===== config.mk =====
export PLATFORM = sky130hd
export DESIGN_NAME = arbitro_rr
export DESIGN_NICKNAME = d
export VERILOG_FILES = /design/src/rtl/arbitro_rr.sv
export SDC_FILE = /design/constraint.sdc
export NUM_CORES = 1
export LEC_CHECK = 0
export ABC_AREA = 1
export CAP_MARGIN = 20
export CORE_ASPECT_RATIO = 0.6
export CORE_MARGIN = 1
export CORE_UTILIZATION = 24
export CTS_CLUSTER_SIZE = 8
export DETAILED_ROUTE_END_ITERATION = 10
export PLACE_DENSITY = 0.42
export SYNTH_ARGS = -nofsm -noshare
export SYNTH_HDL_FRONTEND = slang
export SYNTH_SLANG_ARGS = --single-unit

===== constraint.sdc =====
create_clock -name clk -period 3 [get_ports clk]
set_input_delay 0.45 -clock clk [delete_from_list [all_inputs] [get_ports clk]]
set_output_delay 0.45 -clock clk [all_outputs]
set_load 0.05 [all_outputs]

===== src/rtl/arbitro_rr.sv =====
// arbitro_rr: registered round-robin arbiter over N requesters; the grant is held while its owner keeps requesting.
// Optional macro ARB_TIMEOUT_EN forces rotation after MAX_HOLD cycles when others are waiting.
module arbitro_rr #(
  parameter int N = 4,
  parameter int NUM_W = (N > 1) ? $clog2(N) : 1,
  parameter int MAX_HOLD = 16
) (
  input  logic             clk,
  input  logic             rst_n,
  input  logic [N-1:0]     R,
  output logic [N-1:0]     Grant,
  output logic [NUM_W-1:0] Grant_num,
  output logic             Av,
  output logic             Expired
);
  typedef enum logic {IDLE, BUSY} state_t;
  state_t state, state_nx;
  logic [NUM_W-1:0] ptr, ptr_nx, win, num_nx;
  logic [N-1:0] cand, rot, grant_nx;
  logic [2*N-1:0] dbl;
  logic owner_req, tmo, take;
  int off, sum;

  if (N < 1 || MAX_HOLD < 1) begin : g_bad_param
    $error("arbitro_rr: N and MAX_HOLD must be >= 1");
  end

`ifdef ARB_TIMEOUT_EN
  localparam int HOLD_W = $clog2(MAX_HOLD + 1);
  localparam logic [HOLD_W-1:0] HOLD_LAST = HOLD_W'(MAX_HOLD - 1);
  logic [HOLD_W-1:0] hold_cnt;
  always_ff @(posedge clk or negedge rst_n)
    if (!rst_n) begin
      hold_cnt <= '0;
      Expired <= 1'b0;
    end else begin
      Expired <= tmo;
      hold_cnt <= take ? '0 : (owner_req && hold_cnt != HOLD_LAST) ? hold_cnt + 1'b1 : hold_cnt;
    end
`else
  assign Expired = 1'b0;
`endif

  // The owner is masked out of the search, so a timeout re-arbitration never re-picks it.
  always_comb begin
    cand = R & ~Grant;
    dbl = {cand, cand} >> ptr;
    rot = dbl[N-1:0];
    off = 0;
    for (int k = N - 1; k >= 0; k--) off = rot[k] ? k : off;
    sum = int'(ptr) + off;
    win = NUM_W'(sum >= N ? sum - N : sum);
    owner_req = |(R & Grant);
`ifdef ARB_TIMEOUT_EN
    tmo = owner_req && hold_cnt == HOLD_LAST && |cand;
`else
    tmo = 1'b0;
`endif
    take = (state == IDLE || !owner_req || tmo) && |cand;
    grant_nx = take ? N'(1) << win : (owner_req ? Grant : '0);
    num_nx = take ? win : (owner_req ? Grant_num : '0);
    ptr_nx = take ? NUM_W'((int'(win) + 1) % N) : ptr;
    state_nx = (take || owner_req) ? BUSY : IDLE;
  end

  always_ff @(posedge clk or negedge rst_n)
    if (!rst_n) begin
      state <= IDLE;
      ptr <= '0;
      Grant <= '0;
      Grant_num <= '0;
      Av <= 1'b1;
    end else begin
      state <= state_nx;
      ptr <= ptr_nx;
      Grant <= grant_nx;
      Grant_num <= num_nx;
      Av <= ~|grant_nx;
    end
endmodule


# Yosys cells after proc, flatten, opt, wreduce, memory -nomap -nowiden
# Cells that the tools add are included.
# Widths: inputs -> output; s select.
op_classes:
  reduce_logical: 8
  n_bitwise: 4
  muxes: 10
  n_mul: 0
  add_sub_neg: 3
  shifts: 2
  n_lt_le_gt_ge: 1
  n_eq_ne: 1
  div_mod_pow: 0
op_table:
  columns: ["op", "count"]
  rows:
  - ["$mux 2", 7]
  - ["$reduce_or 4->1", 3]
  - ["$and 4x4->4", 2]
  - ["$mux 4", 2]
  - ["$shr 8x2->4", 1]
  - ["$not 4->4", 1]
  - ["$shl 1x2->4 const A", 1]
  - ["$add 2x2->3", 1]
  - ["$ge 3x3->1 const B", 1]
  - ["$add 2x1->2 const B", 1]
  - ["$logic_not 1->1", 2]
  - ["$logic_or 1x1->1", 2]
  - ["$ne 2x1->1 const B", 1]
  - ["$sub 2x1->2 const B", 1]
  - ["$logic_and 1x1->1", 1]
  - ["$mux 1", 1]
  - ["$not 1->1", 1]
totals:
  register_bits: 10
  n_memories: 0
  word_cells: 34
  inputBits: 6
  latchBits: 0
  mem_bits_ro: 0
  output_inout_bits: 8
  mem_bits_rw: 0

# Depth between registers and ports, before layout
# Gate-level depths: netlist of run 1.
depth:
  depth_word: 14
  depth_mapped: 16
  depth_no_buf: 16

# Least setup slack after synthesis of run 1
# No wires, ideal clock.
synth_path:
  kind: "reg-to-reg"
  startpoint: "register Grant[3]"
  endpoint: "register Av"
  required_time_ns: 2.936
  synth_period_minus_slack_ns: 2.243
  path_buffers: 0
  setup_time_ns: 0.064
  path_slack_ns: 0.757
  path_stages_with_launch: 17
  t_arrival_ns: 2.179
  cell_sequence: "dfrtp_1 > inv_1 > nand3_1 > nand3_1 > nand2_1 > nand3_1 > a21boi_0 > ha_1 > xor2_1 > inv_1 > nand3_2 > nand2_2 > nand3_2 > nand2_2 > inv_2 > nand2_1 > nor2_2"
synth_via:
  elab_chain_len: 14
  word_cells_on_any_way: 22
  classes_between: "add/sub (2); order compare (1); shift (2); mux (7); bitwise (3); reduce/logical (7)"
synth_rtl:
  columns: ["item", "line_no", "text"]
  rows:
  - ["from (decl)", "11", "output logic [N-1:0] Grant,"]
  - ["from (signal assigned)", "76", "Grant <= grant_nx;"]
  - ["$not 4->4", "46", "cand = R & ~Grant;"]
  - ["$and 4x4->4", "46", null]
  - ["$shr 8x2->4", "47", "dbl = {cand, cand} >> ptr;"]
  - ["$mux 2 (4 in series)", "50", "for (int k = N - 1; k >= 0; k--) off = rot[k] ? k : off;"]
  - ["$add 2x2->3", "51", "sum = int'(ptr) + off;"]
  - ["$ge 3x3->1 / $sub 2x1->2 (equally long branches)", "52", "win = NUM_W'(sum >= N ? sum - N : sum);"]
  - ["$mux 2", "52", null]
  - ["$shl 1x2->4", "60", "grant_nx = take ? N'(1) << win : (owner_req ? Grant : '0);"]
  - ["$mux 4 *", "60", null]
  - ["via grant_nx[2]", "19", "logic [N-1:0] cand, rot, grant_nx;"]
  - ["$reduce_or 4->1 *", "78", "Av <= ~|grant_nx;"]
  - ["$logic_not 1->1 *", "78", null]
  - ["to (signal assigned)", "78", null]
  - ["to (decl)", "13", "output logic Av,"]
# The timed path passes the listed nets; every way through them passes the cells marked *.
# A chain may end at the register's enable or synchronous reset.

# Final worst setup path of run 1
layout_path:
  startpoint: "input port R[1]"
  endpoint: "register Av"
layout_via:
  elab_chain_len: 13
  word_cells_on_any_way: 21
  classes_between: "add/sub (2); order compare (1); shift (2); mux (7); bitwise (2); reduce/logical (7)"
layout_rtl:
  columns: ["item", "line_no", "text"]
  rows:
  - ["from (decl)", "10", "input logic [N-1:0] R,"]
  - ["$and 4x4->4", "46", null]
  - ["$shr 8x2->4", "47", null]
  - ["$mux 2 (4 in series)", "50", null]
  - ["$add 2x2->3", "51", null]
  - ["$ge 3x3->1 / $sub 2x1->2 (equally long branches)", "52", null]
  - ["$mux 2", "52", null]
  - ["$shl 1x2->4", "60", null]
  - ["$mux 4 *", "60", null]
  - ["via grant_nx[2]", "19", null]
  - ["$reduce_or 4->1 *", "78", null]
  - ["$logic_not 1->1 *", "78", null]
# Marked as above.

==> results of run 1 <==
[per-stage QoR]
stage,instances,util
2_1_floorplan,93,-
3_3_place_gp,143,0.326
3_5_place_dp,143,0.326
4_1_cts,147,0.347
5_1_grt,147,0.347
6_report,147,0.347
[worst reg2reg max path, delay by kind of cell, from the launching register on]
family	cells	cell delay, ns
simple gates	10	0.76
flops	1	0.49
compound gates	1	0.25
fa+ha+maj	1	0.23
xor+xnor	1	0.23
buf+inv	3	0.22
[synth_stat cells, drive strengths merged]
| cell | instances | area (um2) |
|---|---|---|
| dfrtp | 9 | 225 |
| dfstp | 1 | 26.3 |
| buf | 2 | 18.8 |
| ha | 2 | 25.0 |
| nand3 | 27 | 150 |
| nand2 | 24 | 108 |
| nand4 | 2 | 27.5 |
| nor2 | 4 | 20.0 |
| o211ai | 1 | 7.51 |
| conb | 1 | 3.75 |
| o21ai | 3 | 22.5 |
| inv | 14 | 52.6 |
| o21bai | 1 | 7.51 |
| xor2 | 1 | 8.76 |
| a21boi | 1 | 7.51 |
[layout make-up]
type                       count  area share
timing repair buffer          12       0.131
multi-input combinational     67       0.423
clock buffer                   4      0.0600
inverter                      14      0.0573
sequential                    10       0.274
tap                           40      0.0546
[flip-flops by register name, indices dropped and copies added, names as in the netlist]
| signal | count |
|---|---|
| Grant_num | 2 |
| state | 1 |
| Grant | 4 |
| Av | 1 |
| ptr | 2 |
[routing by layer]
layer / vias to the layer above / GRT usage
met5: - / 0
met4: 0 / 0.0353
met3: 2 / 0.0478
met2: 24 / 0.161
met1: 304 / 0.173
li1: 330 / -
[cell families (layout without fill, tap and decap cells)]
logic type | count (synthesis) | count (layout) | synth area share
other cells | 1 | 1 | 0.00528
xor+xnor | 1 | 1 | 0.0123
simple gates | 57 | 57 | 0.430
flops | 10 | 10 | 0.354
buf+inv | 16 | 30 | 0.100
compound gates | 6 | 6 | 0.0634
fa+ha+maj | 2 | 2 | 0.0352
[worst max-delay path by stage]
stage | from | to | slack [ns]
global placement | R[3] | Av$_DFF_PN1_ | 0.38
global route | R[1] | Av$_DFF_PN1_ | 0.29
finish | R[1] | Av$_DFF_PN1_ | 0.58
floorplan | Grant[3]$_DFF_PN0_ | Av$_DFF_PN1_ | 0.76
detailed placement | R[3] | Av$_DFF_PN1_ | 0.36
CTS | R[3] | Av$_DFF_PN1_ | 0.59
[cells in the final DEF, fill, tap and decap left out, types with 2 or more instances in the layout]
master | Yosys | final
ha_1 | 2 | 2
nand3_2 | 3 | 3
nor2_2 | 2 | 2
clkdlybuf4s50_1 | 0 | 12
inv_1 | 9 | 9
inv_2 | 5 | 5
o21ai_2 | 2 | 2
nor2_1 | 2 | 2
dfrtp_1 | 9 | 9
nand3_1 | 24 | 24
nand2_2 | 7 | 7
nand2_1 | 17 | 17
clkbuf_8 | 0 | 4
==> reports/metrics.yaml, run 1 <==
status: "finished clean"
relSlewSlack: 0.666
grt_pass1_vias: 603
routabilityCongestion: 0.748
hold_viol_final: 0
top_layer: "met4"
crit_chain: "clkdlybuf4s50_1 > nand3_1 > nand3_1 > nand2_1 > nand3_1 > a21boi_0 > ha_1 > xor2_1 > inv_1 > nand3_2 > nand2_2 > nand3_2 > nand2_2 > inv_2 > nand2_1 > nor2_2"
die-area_um2: 3190
multi_input_area_um2: 388
crit_type: "primary input to flip-flop"
cts_resized: 0
first_pass_iters: 4
finalSetupTns_ns: 0
finalSetupViolCount: 0
finalCritPeriodShare: 0.806
dieHeight_um: 44.2
nFillCells: 266
die_w_um: 72.3
wl_met1_um: 891
hold_class: "flip-flop to flip-flop"
hpwl_mm: 1.33
cts_tree: "built"
finalNetCount: 116
ys_types: 22
whs_path_depth: 2
cp_top_family: "simple AND/OR/NAND/NOR gates"
startpoint_type: "primary input"
place_area_um2: 862
grt_pass1_wl_mm: 2.81
cts_sinks: 10
cts_max_level: 1
max_freq_mhz: 414
syn_nets: 101
clock_path_buffers: 2
reg2reg_from: "ptr[0]$_DFFE_PN0P_"
postCtsHoldBufs: 0
cp.depth: 16
cts-root-buf: "clkbuf_8"
syn_area_per_cell_um2: 7.64
cpMaxStageDelayCell: "clkdlybuf4s50_1"
ff_latch_area_um2: 251
worstPathRequired_ns: 3.17
slew_violations: 0
drt_wl_total_mm: 1.72
drt_iter0_drc: 38
grt_overflow: 0
drive_above_1_share: 0.234
yosysWarnings: 0
area_growth_pct: 29.0
antennaDiodeCount: 0
wl_met3_um: 134
start_util: 0.269
regToRegEndpoint: "Av$_DFF_PN1_"
grt_usage: 0.120
clk-insertion-delay-late_ns: 0.23
min_to: "Grant_num[1]$_DFFE_PN0P_"
post_drt_wl_per_cell_um: 11.7
synth_area_um2: 711
cpPeakStageDelay_ns: 0.49
io-pin-count: 14
port_buffers: 12
r2r_slack_ns: 0.74
cts_setup_buffers: 0
design_area_um2: 917
antenna_found_initial: 0
cap_violations: 0
grt_max_degree: 12
via_count: 660
worst_setup_path_end_kind: "flip-flop"
cts_buffers: 3
drc: 0
fin_crit_ns: 2.42
tightest_slew_ns: 0.499
cpMostUsedCell: "nand3_1"
crit_path_max_fanout: 4
yosysSeqAreaShare: 0.354
rows: 14
setup_ws_ns: 0.583
min-delay-start: "Grant_num[1]$_DFFE_PN0P_"
synth_seq_cells: 10
fin_worst_skew_ns: 0.00115
viasPerCell: 4.49
drtAntennaViolNets: 0
synth_cells: 93
grt_setup_unrepaired: "false"
cp_num_buf_inv: 3
ff2ff_path_depth: 16
routed-wl-met2_um: 680
coreArea_um2: 2650
hold_ws_ns: 0.522
post-place-ws_ns: 0.360
critical_path_arrival_ns: 2.59
path_clk_slew_ns: 0.05
Power of run 1 is not shown: default switching activity piles up to over one toggle a cycle in this logic, so the estimate is an artifact.
==> run 2: changes to the inputs <==
- clock period: 3 -> 2.4 ns (I/O delays scaled with it)
==> reports/metrics.yaml, run 2 (synthesis results as in run 1) <==
fin_crit_ns: 2.17
hold_viol_final: 0
antenna_found_initial: 0
drtAntennaViolNets: 0
ff2ff_path_depth: 15
grt_pass1_vias: 653
drt_iter0_drc: 34
regToRegEndpoint: "Av$_DFF_PN1_"
reg2reg_from: "ptr[0]$_DFFE_PN0P_"
status: "finished clean"
layout_common_cells: "24 x nand3_1, 17 x nand2_1, 12 x clkdlybuf4s50_1"
startpoint_type: "primary input"
clk-insertion-delay-late_ns: 0.23
coreArea_um2: 2650
relSlewSlack: 0.658
cpMostUsedCell: "nand3_1"
tightest_slew_ns: 0.512
first_pass_iters: 4
r2r_slack_ns: 0.33
die-area_um2: 3190
top_register: "Grant"
grt_max_degree: 12
largest_register_ffs: 4
place_inst: 154
layout.cells.most_common: "nand3_1"
crit_path_max_fanout: 3
cts_max_level: 1
cts_buffers: 3
hpwl_mm: 1.45
port_buffers: 12
crit_type: "primary input to flip-flop"
clock_path_buffers: 2
finalNetCount: 127
reg_top3: "Grant x4, Grant_num x2, ptr x2"
finalCritPeriodShare: 0.903
finalSetupViolCount: 0
antennaDiodeCount: 0
post_drt_wl_per_cell_um: 11.2
path_clk_slew_ns: 0.05
worstPathRequired_ns: 2.57
postCtsHoldBufs: 0
rows: 14
cts_resized: 0
fin_worst_skew_ns: 0.00458
finalSetupTns_ns: 0
drt_wl_total_mm: 1.77
final_cell_count_no_fill: 158
drive_above_1_share: 0.314
cts-root-buf: "clkbuf_8"
area_growth_pct: 40.5
nFillCells: 286
io-pin-count: 14
worst_setup_path_end_kind: "flip-flop"
dieHeight_um: 44.2
grt_overflow: 0
cap_violations: 0
cpMaxStageDelayCell: "clkdlybuf4s50_1"
cpPeakStageDelay_ns: 0.50
place_area_um2: 945
slew_violations: 0
grt_pass1_wl_mm: 3.06
start_util: 0.269
max_freq_mhz: 462
routabilityCongestion: 0.726
design_area_um2: 998
viasPerCell: 4.31
crit_chain: "clkdlybuf4s50_1 > nand3_1 > nand3_1 > nand3_1 > a21boi_1 > ha_1 > xor2_2 > inv_1 > nand3_2 > nand2_2 > nand3_2 > nand2_2 > inv_2 > nand2_1 > nor2_2"
via_count: 681
die_w_um: 72.3
critical_path_arrival_ns: 2.33
grt_setup_unrepaired: "false"
drc: 0
grt_usage: 0.129
hold_class: "primary input to async pin"
cts_setup_buffers: 0
cts_tree: "built"
cts_sinks: 10
run 2: changes by cell type in the layout (fill, tap and decap cells not counted):
cell      before  now
a21boi_0       1    0
buf_4          0   11
dfrtp_1        9    8
dfrtp_2        0    1
a21boi_1       0    1
clkbuf_8       4    3
clkbuf_1       0    1
xor2_2         0    1
xor2_1         1    0
run 2: cell type report:
type | instances | area, um2 | area share
Timing Repair Buffer | 23 | 203 | 0.203
Tap cell | 40 | 50.0 | 0.0501
Sequential cell | 10 | 253 | 0.253
Multi-Input combinational cell | 67 | 395 | 0.396
Clock buffer | 4 | 45.0 | 0.0451
Inverter | 14 | 52.6 | 0.0526
run 2: per-stage QoR:
stage / hold slack, ns / util / setup slack, ns
after global placement: 0.500 / 0.357 / -0.0670
after CTS: 0.469 / 0.374 / 0.132
after global routing: 0.489 / 0.377 / 0.0255
after detailed placement: 0.506 / 0.357 / -0.0781
final: 0.448 / 0.377 / 0.233
after floorplan: 0.0644 / - / 0.157
run 2: per-layer routing:
layer  wire length [um]  track usage  vias to the layer above
met2                641        0.170                       17
met1                993        0.192                      310
met5                  0            0                        -
li1                   -            -                      354
met3                138       0.0638                        0
met4                  0       0.0118                        0
run 2: how the worst max path moves through the flow:
stage | start | to
floorplan | Grant[3]$_DFF_PN0_ | Av$_DFF_PN1_
global placement | R[0] | Av$_DFF_PN1_
detailed placement | R[0] | Av$_DFF_PN1_
CTS | R[0] | Av$_DFF_PN1_
global route | R[1] | Av$_DFF_PN1_
finish | R[0] | Av$_DFF_PN1_
run 2: critical path, delay by kind of cell:
| kind | cells | cell delay, ns |
|---|---|---|
| simple gates | 9 | 0.78 |
| buf+inv | 3 | 0.61 |
| fa+ha+maj | 1 | 0.22 |
| compound gates | 1 | 0.18 |
| xor+xnor | 1 | 0.18 |
Power of run 2 is left out for the same reason.
==> run 3: changes to the inputs <==
- clock period: 2.4 -> 2 ns (I/O delays scaled with it)
==> reports/metrics.yaml, run 3 (synthesis results as in run 1) <==
worst_setup_path_end_kind: "flip-flop"
dieHeight_um: 44.2
setup_ws_ns: -0.0255
grt_setup_unrepaired: "true"
fin_worst_skew_ns: 0.00154
relSlewSlack: 0.667
tightest_slew_ns: 0.499
crit_type: "flip-flop to flip-flop"
critical_path_arrival_ns: 2.19
clk-insertion-delay-late_ns: 0.23
via_count: 721
post-place-ws_ns: -0.394
grt_overflow: 0
viasPerCell: 4.27
cts_tree: "built"
area_growth_pct: 65.8
postCtsHoldBufs: 0
cts_sinks: 10
worstPathRequired_ns: 2.16
post_drt_wl_per_cell_um: 11.8
top_register: "Grant"
port_buffers: 12
drt_iter0_drc: 34
grt_max_degree: 11
antennaDiodeCount: 0
grt_usage: 0.132
drc: 0
crit_path_max_fanout: 6
coreArea_um2: 2650
reg_top3: "Grant x4, Grant_num x2, ptr x2"
drive_above_1_share: 0.589
status: "finished with violations"
finalSetupViolCount: 1
path_clk_slew_ns: 0.05
drtAntennaViolNets: 0
layout.cells.most_common: "buf_4"
finalNetCount: 138
die-area_um2: 3190
largest_register_ffs: 4
max_freq_mhz: 494
cts_max_level: 1
layout_common_cells: "22 x buf_4, 15 x nand2_1, 14 x nand3_2"
fin_util: 0.446
finalCritPeriodShare: 1.01
clock_path_buffers: 2
antenna_found_initial: 0
routabilityCongestion: 0.765
drt_wl_total_mm: 1.99
rows: 14
hold_class: "primary input to async pin"
slew_violations: 0
finalSetupTns_ns: -0.0255
first_pass_iters: 4
cap_violations: 0
cts-root-buf: "clkbuf_8"
io-pin-count: 14
grt_pass1_vias: 697
fin_crit_ns: 2.03
r2r_slack_ns: -0.03
die_w_um: 72.3
startpoint_type: "flip-flop"
cts_buffers: 3
grt_pass1_wl_mm: 3.15
hold_viol_final: 0
hpwl_mm: 1.48
violations: "setup timing"
start_util: 0.269
[run 3: cell count changes in the layout (fill, tap and decap cells not counted), moves of 2 or more]
cell             previous run  this run
nand2_1                    17        15
inv_1                       9         4
inv_4                       0         2
nand2_2                     7         9
clkdlybuf4s50_1            12         8
dlygate4sd2_1               0         4
inv_2                       5         8
dfrtp_2                     1         6
buf_4                      11        22
nand3_1                    24        12
nand3_2                     3        14
dfrtp_1                     8         3
[run 3: per-stage QoR]
step | std cells | hold slack [ns] | instance area (um2)
after floorplan | 93 | 0.00441 | 716
after global placement | 161 | 0.506 | 1000
after detailed placement | 161 | 0.497 | 1000
after CTS | 168 | 0.400 | 1110
after global routing | 169 | 0.443 | 1180
final | 169 | 0.401 | 1180
[run 3: cell type report]
type / instances / area, um2
repair buffers: 34 / 280
inverters: 14 / 57.6
clock buffers: 4 / 55.1
fillers: 272 / 1470
flip-flops and latches: 10 / 259
well taps: 40 / 50.0
multi-input cells: 67 / 477
[run 3: metal layers]
| metal | vias to the layer above | track usage | wire length, um |
|---|---|---|---|
| li1 | 376 | - | - |
| met1 | 333 | 0.205 | 1100 |
| met2 | 12 | 0.176 | 815 |
| met3 | 0 | 0.0501 | 74 |
| met4 | 0 | 0.0118 | 0 |
| met5 | - | 0 | 0 |
[run 3: worst paths after layout]
path	start	endpoint	cells after the start
worst max-delay path	ptr[0]$_DFFE_PN0P_	Av$_DFF_PN1_	15
worst min-delay path	rst_n	state$_DFF_PN0_	1
worst max register to register	ptr[0]$_DFFE_PN0P_	Av$_DFF_PN1_	15
worst min register to register	Grant_num[1]$_DFFE_PN0P_	Grant_num[1]$_DFFE_PN0P_	2
max in group asynchronous	rst_n	ptr[1]$_DFFE_PN0P_	1
min in group clk	Grant_num[1]$_DFFE_PN0P_	Grant_num[1]$_DFFE_PN0P_	2
[run 3: what timing repair did]
action	4_1_cts	5_1_grt
resized for setup	14	14
setup endpoints to repair	5	5
pin swaps	7	8
cloned	0	0
buffers inserted	3	1
[run 3: critical path: stages, from the launching register on]
cell and delay, ns:
dfrtp_2 0.46, inv_4 0.12, nand3_2 0.08, nand3_1 0.07, nand2_1 0.07, a21boi_2 0.16, buf_4 0.13, buf_4 0.12
ha_1 0.27, inv_2 0.05, nor2_2 0.12, nand3_2 0.10, nand2_2 0.08, nor2_2 0.04, nand2_1 0.07, nor2_2 0.03
Power of run 3 is left out for the same reason.
